File: config.mk
export PLATFORM = sky130hd
export DESIGN_NAME = pinaipple_dma
export DESIGN_NICKNAME = d
export VERILOG_FILES = /design/src/rtl/pinaipple_dma.sv
export SDC_FILE = /design/constraint.sdc
export NUM_CORES = 1
export LEC_CHECK = 0
export BUFFER_PORTS_ARGS = -buffer_cell sky130_fd_sc_hd__buf_4
export CORE_MARGIN = 3
export CORE_UTILIZATION = 35
export CTS_CLUSTER_SIZE = 40
export DETAILED_ROUTE_END_ITERATION = 10
export REMOVE_ABC_BUFFERS = 1
export SYNTH_ARGS = -nofsm -noshare
export SYNTH_HDL_FRONTEND = slang
export SYNTH_SLANG_ARGS = --single-unit
File: constraint.sdc
create_clock -name clk_i -period 4.2 [get_ports clk_i]
set_input_delay 0.21 -clock clk_i [delete_from_list [all_inputs] [get_ports clk_i]]
set_output_delay 0.21 -clock clk_i [all_outputs]
set_load 0.005 [all_outputs]
File: src/rtl/pinaipple_dma.sv
`default_nettype none
// ============================================================================
// Module   : pinaipple_dma
// Brief    : Single-outstanding word-copy DMA engine with a 4 KiB config port.
// Revision : 1.0
// ============================================================================
module pinaipple_dma #(
    parameter int CfgAddrWidth = 12,
    parameter int LenWidth     = 16
) (
    input  logic                    clk_i,
    input  logic                    rst_i,
    input  logic                    device_req_i,
    input  logic [CfgAddrWidth-1:0] device_addr_i,
    input  logic                    device_we_i,
    input  logic [3:0]              device_be_i,
    input  logic [31:0]             device_wdata_i,
    output logic                    device_rvalid_o,
    output logic [31:0]             device_rdata_o,
    output logic                    req_valid_o,
    input  logic                    req_ready_i,
    output logic [31:0]             req_tgt_addr_o,
    output logic                    req_wen_o,
    output logic [31:0]             req_wdata_o,
    output logic [3:0]              req_be_o,
    input  logic                    resp_valid_i,
    output logic                    resp_ready_o,
    input  logic [31:0]             resp_rdata_i,
    output logic                    irq_o
);

    localparam logic [CfgAddrWidth-1:0] OFS_SRC    = CfgAddrWidth'('h00);
    localparam logic [CfgAddrWidth-1:0] OFS_DST    = CfgAddrWidth'('h04);
    localparam logic [CfgAddrWidth-1:0] OFS_LEN    = CfgAddrWidth'('h08);
    localparam logic [CfgAddrWidth-1:0] OFS_CTRL   = CfgAddrWidth'('h0C);
    localparam logic [CfgAddrWidth-1:0] OFS_STATUS = CfgAddrWidth'('h10);

    typedef enum logic [2:0] {
        S_IDLE    = 3'd0,
        S_RD_REQ  = 3'd1,
        S_RD_RESP = 3'd2,
        S_WR_REQ  = 3'd3,
        S_WR_RESP = 3'd4
    } state_t;

    state_t               state, state_nx;
    logic [31:0]          src_reg, dst_reg;
    logic [LenWidth-1:0]  len_reg;
    logic                 irq_en, done, aborted, abort_pend;
    logic [31:0]          src_w, dst_w, data_buf;
    logic [LenWidth-1:0]  cnt;

    logic                 busy, cfg_wr, cfg_rd;
    logic                 wr_src, wr_dst, wr_len, wr_ctrl, wr_status;
    logic                 start_cmd, abort_cmd, abort_hit;
    logic                 rd_capture, word_done, finish_done, finish_abort;
    logic [31:0]          rd_mux;

    assign busy      = (state != S_IDLE);
    assign cfg_wr    = device_req_i & device_we_i & (device_be_i == 4'hF);
    assign cfg_rd    = device_req_i & ~device_we_i;
    assign wr_src    = cfg_wr & (device_addr_i == OFS_SRC) & ~busy;
    assign wr_dst    = cfg_wr & (device_addr_i == OFS_DST) & ~busy;
    assign wr_len    = cfg_wr & (device_addr_i == OFS_LEN) & ~busy;
    assign wr_ctrl   = cfg_wr & (device_addr_i == OFS_CTRL);
    assign wr_status = cfg_wr & (device_addr_i == OFS_STATUS);
    assign start_cmd = wr_ctrl & device_wdata_i[0] & ~busy;
    assign abort_cmd = wr_ctrl & device_wdata_i[2] & busy;
    // An abort written in the same cycle as a response still stops the engine.
    assign abort_hit = abort_pend | abort_cmd;

    assign req_be_o  = 4'hF;
    assign irq_o     = done & irq_en;

    always_comb begin
        state_nx       = state;
        req_valid_o    = 1'b0;
        req_wen_o      = 1'b0;
        req_tgt_addr_o = 32'h0;
        req_wdata_o    = 32'h0;
        resp_ready_o   = 1'b0;
        rd_capture     = 1'b0;
        word_done      = 1'b0;
        finish_done    = 1'b0;
        finish_abort   = 1'b0;
        case (state)
            S_IDLE: begin
                if (start_cmd && (len_reg != '0)) begin
                    state_nx = S_RD_REQ;
                end
            end
            S_RD_REQ: begin
                req_valid_o    = 1'b1;
                req_tgt_addr_o = src_w;
                if (req_ready_i) begin
                    state_nx = S_RD_RESP;
                end
            end
            S_RD_RESP: begin
                resp_ready_o = 1'b1;
                if (resp_valid_i) begin
                    rd_capture = 1'b1;
                    if (abort_hit) begin
                        state_nx     = S_IDLE;
                        finish_abort = 1'b1;
                    end else begin
                        state_nx = S_WR_REQ;
                    end
                end
            end
            S_WR_REQ: begin
                req_valid_o    = 1'b1;
                req_wen_o      = 1'b1;
                req_tgt_addr_o = dst_w;
                req_wdata_o    = data_buf;
                if (req_ready_i) begin
                    state_nx = S_WR_RESP;
                end
            end
            S_WR_RESP: begin
                resp_ready_o = 1'b1;
                if (resp_valid_i) begin
                    word_done = 1'b1;
                    if (abort_hit) begin
                        state_nx     = S_IDLE;
                        finish_abort = 1'b1;
                    end else if (cnt == LenWidth'(1)) begin
                        state_nx    = S_IDLE;
                        finish_done = 1'b1;
                    end else begin
                        state_nx = S_RD_REQ;
                    end
                end
            end
            default: state_nx = S_IDLE;
        endcase
    end

    always_comb begin
        rd_mux = 32'h0;
        case (device_addr_i)
            OFS_SRC:    rd_mux = src_reg;
            OFS_DST:    rd_mux = dst_reg;
            OFS_LEN:    rd_mux = {{(32-LenWidth){1'b0}}, len_reg};
            OFS_CTRL:   rd_mux = {30'h0, irq_en, 1'b0};
            OFS_STATUS: rd_mux = {29'h0, aborted, done, busy};
            default:    rd_mux = 32'h0;
        endcase
    end

    always_ff @(posedge clk_i) begin
        if (rst_i) begin
            state           <= S_IDLE;
            src_reg         <= 32'h0;
            dst_reg         <= 32'h0;
            len_reg         <= '0;
            irq_en          <= 1'b0;
            done            <= 1'b0;
            aborted         <= 1'b0;
            abort_pend      <= 1'b0;
            src_w           <= 32'h0;
            dst_w           <= 32'h0;
            cnt             <= '0;
            data_buf        <= 32'h0;
            device_rvalid_o <= 1'b0;
            device_rdata_o  <= 32'h0;
        end else begin
            state <= state_nx;
            if (wr_src)  src_reg <= {device_wdata_i[31:2], 2'b00};
            if (wr_dst)  dst_reg <= {device_wdata_i[31:2], 2'b00};
            if (wr_len)  len_reg <= device_wdata_i[LenWidth-1:0];
            if (wr_ctrl) irq_en  <= device_wdata_i[1];

            if (start_cmd) begin
                src_w      <= src_reg;
                dst_w      <= dst_reg;
                cnt        <= len_reg;
                abort_pend <= 1'b0;
            end
            if (abort_cmd)    abort_pend <= 1'b1;
            if (finish_abort) abort_pend <= 1'b0;

            if (rd_capture) data_buf <= resp_rdata_i;
            if (word_done) begin
                src_w <= src_w + 32'd4;
                dst_w <= dst_w + 32'd4;
                cnt   <= cnt - LenWidth'(1);
            end

            // Software clears first so a same-cycle hardware set takes priority.
            if (wr_status && device_wdata_i[1]) done    <= 1'b0;
            if (wr_status && device_wdata_i[2]) aborted <= 1'b0;
            if (start_cmd) begin
                done    <= (len_reg == '0);
                aborted <= 1'b0;
            end
            if (finish_done)  done    <= 1'b1;
            if (finish_abort) aborted <= 1'b1;

            device_rvalid_o <= device_req_i;
            device_rdata_o  <= cfg_rd ? rd_mux : 32'h0;
        end
    end

endmodule
`default_nettype wire

## Yosys cells after proc, flatten, opt, wreduce, memory -nomap -nowiden

Index checks and enable logic that the tools add are counted.

- Add/subtract/negate cells: 3
- Equal/unequal tests: 15
- Mux-type cells: 39
- Bitwise gates (word level): 20
- Reductions and logical operators: 17

Operator list:

| cell | number |
|---|---|
| $mux 32 | 5 |
| $pmux 32 s5 | 1 |
| $add 32x3->32 const B | 2 |
| $pmux 32 s2 | 1 |
| $mux 16 | 2 |
| $eq 12x4->1 const B | 2 |
| $mux 1 | 23 |
| $and 1x1->1 | 16 |
| $eq 16x1->1 const B | 1 |
| $logic_not 16->1 | 1 |
| $reduce_bool 16->1 | 1 |
| $sub 16x1->16 const B | 1 |
| $mux 3 | 5 |
| $pmux 3 s5 | 1 |
| $eq 12x3->1 const B | 1 |
| $eq 12x5->1 const B | 1 |
| $logic_not 12->1 | 1 |
| $ne 2x2->1 const B | 5 |
| $reduce_bool 3->1 | 3 |
| $reduce_or 2->1 | 4 |
| $eq 3x2->1 const B | 2 |
| $reduce_and 5->1 | 1 |
| $eq 4x4->1 const B | 1 |
| $reduce_bool 2->1 | 2 |
| 7 further kinds | 11 |

- Register bits: 228
- Input bits: 86
- Output and inout bits: 105
- Logic and storage cells: 108

## Logic depth before layout (Yosys ltp)

Gate-level depths: netlist of run 1.

- Depth after elaboration: 10
- Gate-level depth with buffers: 9
- Depth with buffers taken out: 6

## Worst setup path before layout of run 1

No wires, ideal clock.

- Kind: input port to flip-flop
- From: in device_addr_i[9]
- To: reg src_w[28]
- Library setup time: 0.132 ns
- Data arrival time: 2.308 ns
- Data required time: 4.068 ns
- Slack: 1.759 ns
- Cell stages on the path: 9
- Path buffers: 4
- Path through: or4_1 > buf_2 > or3_4 > buf_6 > or4_4 > buf_6 > buf_8 > o211ai_1 > a31oi_1

- Longest elaborated chain between the ends: 5

Ends and longest elaborated chain:

| what | RTL line | source |
|---|---|---|
| start: declaration | 14 | `input logic [CfgAddrWidth-1:0] device_addr_i,` |
| $eq 12x4->1 | 65 | `assign wr_ctrl = cfg_wr & (device_addr_i == OFS_CTRL);` |
| $and 1x1->1 | 65 |  |
| $and 1x1->1 (2 in a row) | 67 | `assign start_cmd = wr_ctrl & device_wdata_i[0] & ~busy;` |
| $reduce_bool 2->1 (no source line) | n/a |  |
| end signal: assignment | 175 | `src_w <= src_reg;` |
| end signal: assignment | 185 | `src_w <= src_w + 32'd4;` |
| end: declaration | 50 | `logic [31:0] src_w, dst_w, data_buf;` |

Every way passes these cells.
A chain may end at the register's enable or synchronous reset.

## Worst setup path after layout of run 1

- From: reg state[0]
- To: reg dst_w[30]

- Longest elaborated chain between the ends: 4
- Elaborated cells between the ends (all ways): 7
- Those cells by class: eq/ne (1); mux (2); bitwise (2); reduce/logical (2)

Ends and longest elaborated chain:

| what | RTL line | source |
|---|---|---|
| start: declaration | 46 | `state_t state, state_nx;` |
| start signal: assignment | 168 | `state <= state_nx;` |
| $reduce_bool 3->1 | 59 | `assign busy = (state != S_IDLE);` |
| $not 1->1 | 67 |  |
| $and 1x1->1 | 67 |  |
| $reduce_bool 2->1 (no source line) | n/a |  |
| end signal: assignment | 176 | `dst_w <= dst_reg;` |
| end signal: assignment | 186 | `dst_w <= dst_w + 32'd4;` |
| end: declaration | 50 |  |

Parallel ways exist; a longest one is shown, timed or not.

==> summary.md, run 1 <==
| Metric | Value |
|---|---|
| TritonCTS clock tree | done |
| Largest net degree at the start of global routing | 93 |
| Final Worst Setup Slack | between 1 and 1.5 ns |
| Minimum clock period | 3.07 ns |
| Worst IR Drop VDD | 0.312 mV |
| Kind of critical path | flop to flop |
| Static leakage | 5.33 nW |
| Hold Path Stages | 2 |
| Dpl ws | 1.03 ns |
| Total power | about 4.7 mW |
| Hold Crit Class | input pin to flop |
| Pwr Density | 345 nW/um^2 |
| Share of layout cells above drive strength 1 | 19.4% |
| Slew margin rel. | about 20% |
| Initial DRC Count | 796 |
| Vias post-DR | around 10000 |
| Most frequent cells in the layout | dfxtp_1, buf_4, nand2_1 |
| Quantity of I/O buffers inserted on ports | 184 |
| Number of antenna violations at the first check in global routing | 1 |
| Vias in the first global route | 9694 |
| Crit-path cells | or3_1, nor4_1, and2_2, buf_4, nor3_1, a2111oi_0 |
| Post-synth ARST share | 0% |
| H-tree levels | 1 |
| Setup Viol. Count Final | 0 |
| Drt total wl | 34500 um |
| Final hold violation count | 0 |
| Fin nets | 1565 |
| Number of core rows | 62 |
| Chip Width | 178 um |
| Core ar. | 29000 sq um |
| CP startpoint kind | flop |
| Residual DRC | 0 |
| CP required | 4.60 ns |
| Least-Margin Pin Slew | between 1 and 1.5 ns |
| Biggest regs | data_buf x32, device_rdata_o x32 |
| Num CTS Buffers | 26 |
| RR Startpoint | state[0] |
| Number of distinct library cells after synthesis | between 60 and 70 |
| RSZ-0062 raised after global routing | false |
| Ys flop type | dfxtp_1 |
| Clk_lat worst skew | 0.52 ns |
| Placer Congestion | 0.828 |
| Root Buffer Master | clkbuf_16 |
| Area grow syn2layout | 30.9% |
| Routed WL per cell | ~18 um |
| Synthesized area per cell | 8.24 sq um |
| Critical path data arrival time | 3.47 ns |
| Status | complete, no violations |
| Io pins | about 190 |
| Final antenna-violating net count | 0 |
| MaxCap Viol Count | 0 |
| Total die area | 31800 sq um |
| GRT Total Usage | 21.0% |
| HP Start | rst_i |
| Sequential share of the synthesized area | 43.1% |
| Max Clk Rate | approximately 330 MHz |
| Final Util | 47.0% |
| Post-synth EDFFs | 0 |
| Post-Syn Area | 10400 sq um |
| Post-cts sizing count | 0 |
| WHS Endpoint | data_buf[28] |
| Synth Instances | 1263 |
| Synth Warn # | 0 |
| Buffers inserted by post-CTS timing repair | 0 |
| Reg2reg path depth | 6 |
| Clock Tree Buf Depth | 3 |
| Reg2Reg Capture Point | dst_w[30] |
| Detailed placement HPWL | 23100 um |
| Final max-slew violation count | 0 |
| CP max FO | 29 |
| CTS clk-pin slew, worst paths | 0.06 ns |
| Most common cell after layout, fill and taps aside | dfxtp_1 |
| Die span in y | 178 um |
| Clock skew | 0.0129 ns |
| Vias per cell | 5.41 |
| Setup slack, reg-to-reg | approximately 1.1 ns |
| DR pass1 iterations | 5 |
| Final global-route overflow total | 0 |
| CP endpoint kind | flop |
| Final period util | 73.0% |
| First-pass GRT wire length | 53800 um |
| Initial Util | 35.9% |
| Worst path slowest cell | and2_2 |
| Clk sinks | roughly 220 |
| Seq cells post-synth | 224 |
| Slowest Stage Delay on Critical Path | 0.67 ns |
where the power goes:
group / total [mW] / switching (mW) / internal (mW) / leakage (nW)
logic: 0.317 / 0.178 / 0.139 / 3.12
clock network: 2.24 / 0.923 / 1.31 / 0.408
registers: 2.15 / 0.0105 / 2.14 / 1.80
total: 4.70 / 1.11 / 3.59 / 5.33
cell usage after synthesis (all sizes together), types with 15 or more instances:
master   count  share of area [%]
a21oi      121                5.8
a22oi       23                1.7
a2bb2oi     16                1.3
a31oi       32                1.9
and2        16               0.96
and3        46                2.8
buf         26                1.6
clkbuf      71                2.6
dfxtp      224                 43
mux2i       78                7.5
nand2      184                6.6
nand3       67                3.2
nand4       17                1.0
nor2       131                4.7
nor3        28                1.4
nor4        23                1.7
o211ai      15                1.2
stage by stage:
step	cell area, sq um	hold WS, ns	setup TNS (ns)	std cells
2_1_floorplan	9990	0.279	-20.76	1170
3_3_place_gp	12100	0.438	0	1765
3_5_place_dp	12100	0.442	0	1765
4_1_cts	13600	0.0178	0	1879
5_1_grt	13600	0.0408	0	1880
6_report	13600	0.0387	0	1880
metal layers:
layer	part of all wire, %	GRT usage [%]
met4	3.0	6.33
met1	46	29.3
met2	46	34.1
met5	0	0
met3	4.5	2.45
logic make-up (layout without fill, tap and decap cells):
kind of cell    Yosys count  after routing  share of synthesized area, %
mux                      78             78                          7.50
other cells               2              7                        0.0721
simple gates            572            572                          26.6
buf+inv                 110            338                          4.64
compound gates          267            267                          17.1
xor+xnor                  6              6                         0.505
flops                   224            224                          43.1
fa+ha+maj                 4              4                         0.481
how the worst max path moves through the flow:
stage / cells after the start / to / from / slack, ns
after floorplan: 4 / aborted / state[1] / -0.71
after global placement: 7 / dst_w[30] / device_addr_i[9] / 1.09
after detailed placement: 7 / dst_w[30] / device_addr_i[9] / 1.03
after CTS: 6 / dst_w[30] / state[0] / 1.17
after global routing: 6 / dst_w[30] / state[0] / 0.93
final: 6 / dst_w[30] / state[0] / 1.13
what timing repair did:
item                                   in CTS  in global routing
endpoints found under the hold margin     112                  0
setup endpoints to repair                   0                  0
hold buffers                               66                  0
worst max-delay path: cells and delay by family, from the launching register on:
| family | cells | cell delay, ns |
|---|---|---|
| simple gates | 4 | 1.85 |
| buf+inv | 1 | 0.37 |
| compound gates | 1 | 0.27 |
| flops | 1 | 0.42 |
cell type report:
type / instances / area, sq um
Fill cell: 2881 / 15400
Multi-Input combinational cell: 933 / 5510
Sequential cell: 224 / 4490
Timing Repair Buffer: 277 / 2250
Clock buffer: 37 / 753
Tap cell: 384 / 480
Clock inverter: 11 / 97.6
Inverter: 13 / 48.8
Antenna cell: 1 / 2.50
Note: power is estimated with default switching activity, not from simulation.
==> run 2, diff against run 1 <==
ABC_AREA = 1   (was unset)
clock period = 3.2 ns   (was 4.2 ns; I/O delays follow)
==> run 2 against run 1 <==
Compared with the run above:
- the run now ends with negative hold slack left
- worst setup slack worse by 0.61 ns
- sequential power is 30% higher
- count of clock-buffer cells in the layout is the same
- total power increased by 27%
- global-route usage up 0.99 points
- critical endpoint is now req_tgt_addr_o[10]
==> summary.md, run 2 <==
| Metric | Value |
|---|---|
| Dpl ws | 0.862 ns (-0.169 ns) |
| Vias in the first global route | 11100 (+14%) |
| Number of core rows | 65 (+4.8%) |
| Initial Util | 35.7% (-0.22 points) |
| Num CTS Buffers | 25 (-3.8%) |
| Violated checks | negative hold slack |
| Most frequent cell after synthesis | nand2_1 |
| Slowest Stage Delay on Critical Path | 0.45 ns (-0.22 ns) |
| Synth Instances | 1695 (+34%) |
| Placer Congestion | 0.925 (+12%) |
| Drt total wl | 39600 um (+15%) |
| Residual DRC | 0 (unchanged) |
| Final hold violation count | 1 (+1) |
| Clk sinks | 224 (unchanged) |
| Worst Setup SP | state[1] |
| Placed insts | 2211 (+25%) |
| First-pass GRT wire length | 60800 um (+13%) |
| GRT Total Usage | 22.0% (+0.99 points) |
| Io pins | 191 (unchanged) |
| Chip Width | 186 um (+4.0%) |
| Worst IR Drop VDD | 0.435 mV (+39%) |
| Clk_lat worst skew | 0.54 ns (+0.02 ns) |
| Area grow syn2layout | 27.3% |
| Final Util | 45.4% (-1.6 points) |
| Post-cts sizing count | 0 (unchanged) |
| Synth Warn # | 0 (unchanged) |
| Routed WL per cell | 17.1 um (-6.9%) |
| Max Clk Rate | 374 MHz |
| RSZ-0062 raised after global routing | false |
| Hold Slack | -0.00154 ns (-0.0402 ns) |
| Dpl cell area | 12900 sq um (+6.5%) |
| Vias per cell | 5.19 (-4.0%) |
| Root Buffer Master | clkbuf_16 |
| Clock Tree Buf Depth | 3 (unchanged) |
| TritonCTS clock tree | done |
| Number of distinct library cells after synthesis | 44 (-30%) |
| Final Worst Setup Slack | 0.526 ns (-0.606 ns) |
| Antenna Cells | 0 (-1) |
| CTS clk-pin slew, worst paths | 0.06 ns (about the same) |
| H-tree levels | 1 (unchanged) |
| Pwr Density | 416 nW/um^2 (+21%) |
| Hold Crit Class | input pin to flop |
| Post-synth ARST share | 0% (unchanged) |
| Yosys top cell by area | dfxtp_1 |
| Final max-slew violation count | 0 (unchanged) |
| Worst path slowest cell | nand2_1 |
| Largest net degree at the start of global routing | 121 (+30%) |
| Total power | 5.98 mW (+27%) |
| Synthesized area per cell | 6.66 sq um (-19%) |
| Most frequent cells in the layout | nand2_1, dfxtp_1, inv_1 |
| Buffers inserted by post-CTS timing repair | 0 (unchanged) |
| Static leakage | 5.72 nW (+7.4%) |
| Status | complete, but fails checks |
| Post-synth EDFFs | 0 (unchanged) |
| Most common cell after layout, fill and taps aside | nand2_1 |
| Detailed placement HPWL | 27600 um (+20%) |
| CP endpoint kind | output port |
| HP Start | device_wdata_i[0] |
| Least-Margin Pin Slew | 1.06 ns (-0.139 ns) |
| CP startpoint kind | flop |
| Die span in y | 186 um (+4.0%) |
| Seq cells post-synth | 224 (unchanged) |
| Core ar. | 31600 sq um (+9.0%) |
| Total die area | 34400 sq um (+8.1%) |
| Vias post-DR | 12000 (+18%) |
| Post-Syn Area | 11300 sq um (+8.4%) |
| Post-synth top cells | nand2_1, dfxtp_1, inv_1 |
| DR pass1 iterations | 7 (+2) |
| Final period util | 83.6% |
| Cts hold-fix bufs | 65 (-1.5%) |
| Fin Setup TNS | 0 ns (unchanged) |
| RR Startpoint | state[0] |
| Minimum clock period | 2.67 ns |
| CP max FO | 15 (-48%) |
| Fin nets | 1991 (+27%) |
| Kind of critical path | flop to output port |
| Share of layout cells above drive strength 1 | 14.5% (-4.9 points) |
| Final global-route overflow total | 0 (unchanged) |
| Clock skew | 0.0211 ns (+0.00823 ns) |
| Final antenna-violating net count | 0 (unchanged) |
| Initial DRC Count | 805 (+1.1%) |
| MaxCap Viol Count | 0 (unchanged) |
| Critical path data arrival time | 2.51 ns (-0.96 ns) |
| CP required | 3.04 ns (-1.56 ns) |
| Ys flop type | dfxtp_1 |
| Number of antenna violations at the first check in global routing | 0 (-1) |
| Sequential share of the synthesized area | 39.7% (-3.3 points) |
| Layout Cells excl Fill | 2320 (+23%) |
| Crit-path most repeated cell | buf_4 |
| Slew margin rel. | 29.2% (+9.3 points) |
| Crit-path cells | inv_1, nand2_1, buf_4, o21ai_0, buf_4 |
| Yosys top cell area share | 39.7% (-3.3 points) |
| Cell area after layout | 14400 sq um (+5.4%) |
| Setup Viol. Count Final | 0 (unchanged) |
| Ranking of synthesized cells by area | dfxtp_1, nand2_1, a21oi_1 |
| Quantity of I/O buffers inserted on ports | 184 (unchanged) |
| Biggest regs | data_buf x32, device_rdata_o x32 |
## run 2: cell type report
| cell class | instances | area (sq um) |
|---|---|---|
| multi-input cells | 1163 | 5540 |
| clock buffers | 37 | 711 |
| clock inverters | 7 | 110 |
| inverters | 219 | 822 |
| well taps | 402 | 503 |
| repair buffers | 268 | 2200 |
| fillers | 3225 | 17300 |
| flip-flops and latches | 224 | 4480 |
## run 2: power by group
group	switching, mW	internal (mW)
clock network	1.18	1.77
registers	0.000144	2.79
logic	0.107	0.137
## run 2: kinds of logic after synthesis
| group | count (synthesis) | synth area share (%) |
|---|---|---|
| XOR/XNOR | 9 | 0.699 |
| other | 2 | 0.0666 |
| AND/OR/NAND/NOR | 706 | 26.6 |
| adder cells (fa/ha/maj) | 4 | 0.444 |
| flip-flops | 224 | 39.7 |
| AO/OA/AOI/OAI | 438 | 21.0 |
| buffers and inverters | 312 | 11.5 |
## run 2: critical path, delay by kind of cell (launching register included)
kind,cells,cell delay (ns)
DFF,1,0.31
buffers and inverters,3,0.82
AOI/OAI and AO/OA,1,0.40
and+or+nand+nor,1,0.45
## run 2: metal layers
layer	track usage (%)	routed length (um)
met5	0	0
met4	5.06	890
met3	3.46	3220
met2	35.6	17400
met1	30.9	18100
## run 2: path summary, 6_finish.rpt
check / slack (ns) / cells after the start / end
worst max-delay path: 0.53 / 5 / req_tgt_addr_o[10]
worst min-delay path: -0.002 / 3 / len_reg[0]
worst max register to register: 0.84 / 10 / dst_w[25]
worst min register to register: 0.45 / 2 / data_buf[13]
==> run 3, diff against run 2 <==
clock period = 2.8 ns   (was 3.2 ns; I/O delays follow)
==> run 3 against run 2 <==
Compared with the run above:
- count of clock-buffer cells in the layout did not move
- clock power is 29% higher
- sequential cell count unchanged
- first-iteration DRC count grew 22%
- the flow now finishes without violations
- die area unchanged
- cell area is 1.9% higher
- non-clock buffer count increased by 15
- worst setup slack got worse by 0.39 ns
==> summary.md, run 3 (synthesis gave the netlist of run 2 again) <==
| Metric | Value |
|---|---|
| Clk sinks | 224 (unchanged) |
| Clock skew | 0.0161 ns (-0.00503 ns) |
| Minimum clock period | 2.67 ns |
| Root Buffer Master | clkbuf_16 |
| Kind of critical path | flop to output port |
| Io pins | 191 (unchanged) |
| Number of antenna violations at the first check in global routing | 0 (unchanged) |
| Quantity of I/O buffers inserted on ports | 184 (unchanged) |
| Worst IR Drop VDD | 0.371 mV (-15%) |
| Max Clk Rate | 375 MHz |
| Hold Path Stages | 2 (-1) |
| Antenna Cells | 0 (unchanged) |
| Vias in the first global route | 11200 (+0.87%) |
| MaxCap Viol Count | 0 (unchanged) |
| Residual DRC | 0 (unchanged) |
| Area grow syn2layout | 29.8% |
| RSZ-0062 raised after global routing | false |
| CTS clk-pin slew, worst paths | 0.06 ns (about the same) |
| FILL cells | 3225 (unchanged) |
| Total die area | 34400 sq um (unchanged) |
| Sequential share of power | 43.8% (-2.8 points) |
| Num CTS Buffers | 28 (+12%) |
| Share of layout cells above drive strength 1 | 15.7% (+1.2 points) |
| DR pass1 iterations | 5 (-2) |
| Biggest regs | data_buf x32, device_rdata_o x32 |
| Hold Crit Class | input pin to flop |
| Die span in y | 186 um (unchanged) |
| Fin Setup TNS | 0 ns (unchanged) |
| Crit-path cells | inv_1, nand2_1, o21ai_0, buf_4 |
| Final max-slew violation count | 0 (unchanged) |
| Most frequent cells in the layout | nand2_1, dfxtp_1, buf_4 |
| Drt total wl | 40500 um (+2.3%) |
| Clk_lat worst skew | 0.55 ns (about the same) |
| Worst path slowest cell | o21ai_0 |
| Fin nets | 2009 (+0.90%) |
| Largest net degree at the start of global routing | 121 (unchanged) |
| CP endpoint kind | output port |
| Least-Margin Pin Slew | 0.716 ns (-0.346 ns) |
| Cell-internal power | 5.67 mW (+21%) |
| Routed WL per cell | 17.3 um (+1.3%) |
| Slew margin rel. | 52.3% (+23 points) |
| Initial Util | 35.7% (unchanged) |
| Clk pwr share | 52.3% (+3.0 points) |
| Chip Width | 186 um (unchanged) |
| Clock Tree Buf Depth | 3 (unchanged) |
| Final global-route overflow total | 0 (unchanged) |
| CP max FO | 14 (-1) |
| Setup Viol. Count Final | 0 (unchanged) |
| CP startpoint kind | flop |
| Hold Slack | 0.0285 ns (+0.0300 ns) |
| Initial DRC Count | 981 (+22%) |
| Most common cell after layout, fill and taps aside | nand2_1 |
| Pwr Density | 497 nW/um^2 (+19%) |
| GRT Total Usage | 22.6% (+0.57 points) |
| Vias post-DR | 12200 (+1.1%) |
| WHS Endpoint | cnt[12] |
| Core ar. | 31600 sq um (unchanged) |
| First-pass GRT wire length | 62100 um (+2.1%) |
| RR Startpoint | src_w[2] |
| Static leakage | 5.87 nW (+2.6%) |
| Final period util | 95.2% |
| CP required | 2.66 ns (-0.38 ns) |
| HP Start | rst_i |
| Status | complete, no violations |
| Setup slack, reg-to-reg | 0.68 ns (-0.16 ns) |
| Slowest Stage Delay on Critical Path | 0.67 ns (+0.22 ns) |
| Post-cts sizing count | 0 (unchanged) |
| TritonCTS clock tree | done |
| Combinational Power Share | 3.9% (-0.2 points) |
| Sw frac | 22.2% (+0.61 points) |
| Detailed placement HPWL | 28700 um (+4.1%) |
| Reg2reg path depth | 10 (unchanged) |
| Sw Pwr | 1.61 mW (+25%) |
| Vias per cell | 5.20 (about the same) |
| Critical path data arrival time | 2.53 ns (+0.02 ns) |
| Reg2Reg Capture Point | src_w[20] |
| Number of core rows | 65 (unchanged) |
| H-tree levels | 1 (unchanged) |
| Placer Congestion | 0.928 (+0.24%) |
| Final hold violation count | 0 (-1) |
| Final antenna-violating net count | 0 (unchanged) |
| Final Util | 46.3% (+0.88 points) |
[run 3: cell types whose count changed in the layout (fill, tap and decap cells not counted)]
cell,before,now
buf_4,201,214
clkbuf_1,8,2
clkbuf_16,25,29
clkinv_2,4,7
clkinvlp_4,0,3
clkbuf_8,4,6
dlygate4sd3_1,65,67
clkinv_4,0,1
inv_6,0,1
[run 3: cell type report]
cell class	count	area, sq um	area share (%)
multi-input combinational	1163	5540	37.8
tap	402	503	3.43
sequential	224	4480	30.6
timing repair buffer	283	2320	15.8
clock buffer	37	816	5.57
inverter	219	822	5.61
clock inverter	15	165	1.13
[run 3: power groups by stage]
stage          combinational (mW)  clock, mW  sequential, mW
6_report                    0.285       3.81            3.19
5_1_grt                     0.309       4.01            3.19
4_1_cts                     0.283       3.87            3.19
3_5_place_dp                0.207          0            3.26
3_3_place_gp                0.205          0            3.26
2_1_floorplan              0.0627          0            3.26
[run 3: layer usage]
metal	routed length (um)	GRT usage [%]	part of all wire, %	up-vias
met1	18600	31.3	46	5626
met3	3190	3.73	7.9	67
met2	17700	36.8	44	477
met4	968	5.60	2.4	0
met5	0	0	0	-
li1	-	-	-	6009
[run 3: worst max-delay path by stage]
stage / end / depth (start not counted) / start / slack [ns]
floorplan: dst_w[20] / 8 / state[0] / -0.50
global placement: device_rdata_o[7] / 10 / device_addr_i[6] / 0.65
detailed placement: device_rdata_o[7] / 10 / device_addr_i[6] / 0.60
CTS: req_tgt_addr_o[16] / 5 / state[1] / 0.18
global route: req_tgt_addr_o[16] / 5 / state[1] / 0.15
finish: req_tgt_addr_o[3] / 4 / state[1] / 0.13
[run 3: timing repair]
item	CTS	global route
hold buffers	67	0
endpoints found under the hold margin	113	0
setup buffers	0	0
endpoints found under the setup margin	0	0
[run 3: metrics by stage]
step | setup WS, ns | instance area (sq um) | cells | total power [mW]
2_1_floorplan | -0.500 | 10800 | 1606 | 3.32
3_3_place_gp | 0.651 | 13000 | 2224 | 3.46
5_1_grt | 0.147 | 14600 | 2343 | 7.50
6_report | 0.133 | 14600 | 2343 | 7.28
3_5_place_dp | 0.602 | 13000 | 2224 | 3.47
4_1_cts | 0.179 | 14600 | 2343 | 7.34
[run 3: worst max-delay path: cells and delay by family, from the launching register on]
| family | cells | cell delay (ns) |
|---|---|---|
| buf+inv | 2 | 0.49 |
| compound gates | 1 | 0.67 |
| flops | 1 | 0.31 |
| simple gates | 1 | 0.50 |
